File: src/rtl/mbist_fail_logger.sv
// MBIST fail logger: run FSM, saturating fail counter and a fail-entry FIFO.
// Optional stop-on-first-fail behaviour is enabled with MBIST_STOP_ON_FAIL_EN.
module mbist_fail_logger #(
  parameter int ADDR_W = 6,
  parameter int DEPTH  = 4,
  parameter int CNT_W  = 8
) (
  input  logic              clk,
  input  logic              rst_n,
  input  logic              start,
  input  logic              test_done,
  input  logic              cmp_valid,
  input  logic              gt,
  input  logic              eq,
  input  logic              lt,
  input  logic [ADDR_W-1:0] addr,
  input  logic [7:0]        data_t,
  input  logic [7:0]        ramout,
  output logic              busy,
  output logic              done,
  output logic              pass,
  output logic [CNT_W-1:0]  fail_cnt,
  output logic              overflow,
  output logic              log_valid,
  input  logic              log_ready,
  output logic [ADDR_W-1:0] log_addr,
  output logic [7:0]        log_exp,
  output logic [7:0]        log_act
`ifdef MBIST_STOP_ON_FAIL_EN
  ,
  output logic              stop_req
`endif
);

  localparam int PTR_W = $clog2(DEPTH);

  typedef enum logic [1:0] {
    IDLE = 2'd0,
    RUN  = 2'd1,
    DONE = 2'd2
  } state_t;

  typedef struct packed {
    logic [ADDR_W-1:0] addr;
    logic [7:0]        exp;
    logic [7:0]        act;
  } entry_t;

  state_t state;
  state_t state_nxt;

  entry_t mem [DEPTH];
  entry_t head;
  entry_t wr_entry;

  logic [PTR_W:0] wr_ptr;
  logic [PTR_W:0] rd_ptr;

  logic run_go;
  logic stop_hold;
  logic fail_ev;
  logic full;
  logic empty;
  logic pop;
  logic push;
  logic drop;

  // gt/lt are informational only: eq alone decides pass or fail
  logic unused_flags;
  assign unused_flags = gt ^ lt;

  assign run_go = start & (state != RUN);

`ifdef MBIST_STOP_ON_FAIL_EN
  assign stop_hold = stop_req;
`else
  assign stop_hold = 1'b0;
`endif

  assign fail_ev = (state == RUN) & cmp_valid
                 & ~eq & ~stop_hold;

  assign empty = (wr_ptr == rd_ptr);
  assign full  = (wr_ptr[PTR_W] != rd_ptr[PTR_W])
               & (wr_ptr[PTR_W-1:0] == rd_ptr[PTR_W-1:0]);

  assign pop  = log_valid & log_ready;
  assign push = fail_ev & (~full | pop);
  assign drop = fail_ev & full & ~pop;

  // ---------------- FSM ----------------
  always_ff @(posedge clk or negedge rst_n) begin
    if (!rst_n) begin
      state <= IDLE;
    end else begin
      state <= state_nxt;
    end
  end

  always_comb begin
    state_nxt = state;
    unique case (state)
      IDLE: if (start)     state_nxt = RUN;
      RUN:  if (test_done) state_nxt = DONE;
      DONE: if (start)     state_nxt = RUN;
      default:             state_nxt = IDLE;
    endcase
  end

  always_comb begin
    busy = (state == RUN);
    done = (state == DONE);
    pass = (state == DONE) & (fail_cnt == '0);
  end

  // ---------------- counter / overflow ----------------
  always_ff @(posedge clk or negedge rst_n) begin
    if (!rst_n) begin
      fail_cnt <= '0;
      overflow <= 1'b0;
    end else if (run_go) begin
      fail_cnt <= '0;
      overflow <= 1'b0;
    end else begin
      if (fail_ev && (fail_cnt != '1)) begin
        fail_cnt <= fail_cnt + 1'b1;
      end
      if (drop) begin
        overflow <= 1'b1;
      end
    end
  end

`ifdef MBIST_STOP_ON_FAIL_EN
  always_ff @(posedge clk or negedge rst_n) begin
    if (!rst_n) begin
      stop_req <= 1'b0;
    end else if (run_go) begin
      stop_req <= 1'b0;
    end else if (fail_ev) begin
      stop_req <= 1'b1;
    end
  end
`endif

  // ---------------- FIFO ----------------
  // a new run clears the log even if a pop is requested on the same edge
  always_ff @(posedge clk or negedge rst_n) begin
    if (!rst_n) begin
      wr_ptr <= '0;
      rd_ptr <= '0;
    end else if (run_go) begin
      wr_ptr <= '0;
      rd_ptr <= '0;
    end else begin
      if (push) begin
        wr_ptr <= wr_ptr + 1'b1;
      end
      if (pop) begin
        rd_ptr <= rd_ptr + 1'b1;
      end
    end
  end

  always_comb begin
    wr_entry      = '0;
    wr_entry.addr = addr;
    wr_entry.exp  = data_t;
    wr_entry.act  = ramout;
  end

  always_ff @(posedge clk) begin
    if (push) begin
      mem[wr_ptr[PTR_W-1:0]] <= wr_entry;
    end
  end

  assign head      = mem[rd_ptr[PTR_W-1:0]];
  assign log_valid = ~empty;
  assign log_addr  = head.addr;
  assign log_exp   = head.exp;
  assign log_act   = head.act;

endmodule
File: config.mk
export PLATFORM = sky130hd
export DESIGN_NAME = mbist_fail_logger
export DESIGN_NICKNAME = d
export VERILOG_FILES = /design/src/rtl/mbist_fail_logger.sv
export SDC_FILE = /design/constraint.sdc
export NUM_CORES = 1
export LEC_CHECK = 0
export CAP_MARGIN = 30
export CORE_UTILIZATION = 54
export CTS_CLUSTER_DIAMETER = 60
export DETAILED_ROUTE_END_ITERATION = 8
export PLACE_DENSITY_LB_ADDON = 0.15
export SLEW_MARGIN = 5
export SYNTH_ARGS = -nofsm -noshare
export SYNTH_HDL_FRONTEND = slang
export SYNTH_SLANG_ARGS = --single-unit
File: constraint.sdc
create_clock -name clk -period 3.2 [get_ports clk]
set_input_delay 0.96 -clock clk [delete_from_list [all_inputs] [get_ports clk]]
set_output_delay 0.96 -clock clk [all_outputs]
set_load 0.1 [all_outputs]
==> flow_summary.ini <==
[outcome]
outcome = finished clean

[detailed_routing]
dr.first_iter.drc_count = 73
routedWlPerCell_um = 18.2
firstDrtPassIters = 4
via_per_inst = 5.51
wirelength_um = 7200
ant_nets = 0
num_vias = 2175
post-route-drc-count = 0

[power_and_ir_drop]
p_per_area_nw_per_um2 = 834
ir_drop_v = 0.000501
cellLeakagePower_nw = 1.93

[grt]
grt_pass1_vias = 2327
grt_use_total_pct = 19.5
grt_pass1_wl_um = 11900
gr-total-overflow = 0
antenna_found_initial = 0
grt_max_degree = 24

[die]
core_um2 = 7370
pin_count = 66
die_w_um = 90.2
die_area_um2 = 8130
die_y_um = 90.2
initial_core_util_pct = 56.9
rows = 31

[critical_path]
endpoint_kind = primary output
timing.critical_path.mode_cell = buf_12
cp_slowest_cell = dfrtp_2
path_cells = buf_12, mux4_2, buf_12
worstPathRequired_ns = 2.24
crit_buf_inv = 2
crit_type = flop to primary output
r2r_end = mem[2][17]
critPathTopFamily = flip-flops
max_stage_delay_ns = 0.65
rr_worst_depth = 4
rr_startpoint = rd_ptr[0]
worst-endpoint-arrival_ns = 2.00
reg2reg_slack_ns = 1.15
start_kind = flop
crit_path_max_fanout = 13

[clock_tree]
hold_buffers = 0
root_buffer = clkbuf_8
clk_pin_slew_ns = 0.10
numCtsBuffers = 9
cts_resized = 0
cts_setup_buffers = 0
clk_latency_ns = 0.37
cts.path.max_buffers = 2
cts_max_level = 3
cts_tree = built
cts.sinks = 105

[synth]
ys.flop_type = edfxtp_1
syn_inst = 215
ys_warn_count = 0
synthesis.nets = 253
netlist_area_um2 = 4200
synth-edff-count = 88
synthDistinctLibCells = 37
synth_async_sr_flop_share_pct = 16.2
synth_seq_area_share_pct = 73.1
avgSynthCellArea_um2 = 19.5
ys_seq_elements = 105

[timing]
finalCriticalPeriod_ns = 2.96
fin_skew_ns = 0.00842
post-route-period-util_pct = 92.6
hold_viol = 0
clock.fmax_mhz = 338
finalSetupViolCount = 0
timing.hold.ws_ns = 0.519
rsz0062_at_grt = no
slew_headroom_pct = 47.6
max_slew.worst_pin.slew_ns = 0.783
drv_slew = 0

[place]
gp_congestion = 0.788
dp_hpwl_um = 4930
place_area_um2 = 5220
port_buffers = 63

[finish]
drive_above_1_share_pct = 31.1
postLayoutCellArea_um2 = 5400
final_util_pct = 73.3
final_nets = 329
mostFrequentLayoutCell = edfxtp_1
syn_to_final_growth_pct = 28.7
seq_area_um2 = 3070
diodes = 0
final_cell_mix = edfxtp_1 (88), clkdlybuf4s50_1 (28), buf_12 (24)
multi_input_area_um2 = 1070
fillers = 450

[flow_run]
cap_viol_max_count = 0

[worst_hold_path]
hp-start = overflow
hold_depth = 2
hold_end = overflow
hp-class = flop to flop
## synth_stat cells, types with 2 or more instances
| master | count | area (µm²) |
|---|---|---|
| a211oi_1 | 3 | 22.5 |
| a21oi_1 | 3 | 15.0 |
| and2_1 | 3 | 18.8 |
| and3_1 | 3 | 18.8 |
| buf_2 | 3 | 15.0 |
| buf_6 | 2 | 22.5 |
| clkbuf_1 | 4 | 15.0 |
| dfrtp_1 | 17 | 425 |
| edfxtp_1 | 88 | 2640 |
| ha_1 | 7 | 87.6 |
| inv_1 | 7 | 26.3 |
| mux2i_1 | 3 | 30.0 |
| mux4_2 | 22 | 495 |
| nand4_1 | 4 | 25.0 |
| nor2_1 | 10 | 37.5 |
| nor2b_1 | 2 | 12.5 |
| nor3_1 | 4 | 20.0 |
| nor4_1 | 2 | 12.5 |
| o2111a_1 | 2 | 22.5 |
| o21ai_0 | 3 | 15.0 |
| o31ai_1 | 2 | 15.0 |
| xnor2_1 | 3 | 26.3 |
| xor2_1 | 4 | 35.0 |
## worst max path at each step
stage / cells past startpoint / end / startpoint / slack, ns
CTS: 3 / log_act[3] / rd_ptr[0] / 0.19
global placement: 4 / mem[3][11] / cmp_valid / 0.31
floorplan: 3 / pass / state[0] / -0.005
global route: 3 / log_act[3] / rd_ptr[0] / 0.10
finish: 3 / log_act[3] / rd_ptr[0] / 0.24
detailed placement: 4 / mem[3][15] / cmp_valid / 0.33
## report_power, final
| part | switching [mW] | total (mW) | internal (mW) |
|---|---|---|---|
| Sequential | 0.0665 | 1.60 | 1.53 |
| Clock | 0.463 | 0.761 | 0.298 |
| Combinational | 1.36 | 2.14 | 0.783 |
## kinds of logic (layout without fill, tap and decap cells)
kind of cell | Yosys count | after routing | share of synthesized area [%]
compound gates | 18 | 18 | 3.43
xor+xnor | 8 | 8 | 2.12
fa+ha+maj | 7 | 7 | 2.09
buf+inv | 16 | 97 | 1.88
flops | 105 | 105 | 73.1
mux | 25 | 25 | 12.5
simple gates | 36 | 36 | 4.86
## layer usage
metal | global-route usage (%) | part of all wire [%] | vias to the layer above
li1 | - | - | 1016
met1 | 25.0 | 43 | 1083
met2 | 32.3 | 51 | 60
met3 | 4.48 | 3.9 | 16
met4 | 7.80 | 2.1 | 0
met5 | 0 | 0 | -
## worst reg2reg max path, stage by stage, from the launching register on
cell	delay (ns)
dfrtp_2	0.65
xor2_1	0.23
o41a_4	0.51
and2_1	0.19
buf_4	0.21
## flip-flops by register name, summed over array words and instances, names as in the netlist
name,cells
fail_cnt,8
mem,88
overflow,1
rd_ptr,3
state,2
wr_ptr,3
## per-stage QoR
step / worst slack [ns] / total power [mW] / setup TNS [ns] / std cells
after floorplan: -0.00460 / 3.06 / -0.00460 / 215
after global placement: 0.307 / 3.77 / 0 / 379
after detailed placement: 0.332 / 3.79 / 0 / 379
after CTS: 0.189 / 4.54 / 0 / 395
after global routing: 0.100 / 4.65 / 0 / 395
final: 0.238 / 4.51 / 0 / 395
## area by class of cell
cell class,count,area share (%)
Tap cell,99,2.29
Inverter,7,0.486
Timing Repair Buffer,74,17.1
Multi-Input combinational cell,94,19.8
Sequential cell,105,56.9
Clock inverter,7,1.09
Clock buffer,9,2.29
Note: power is estimated with default switching activity, not from simulation.
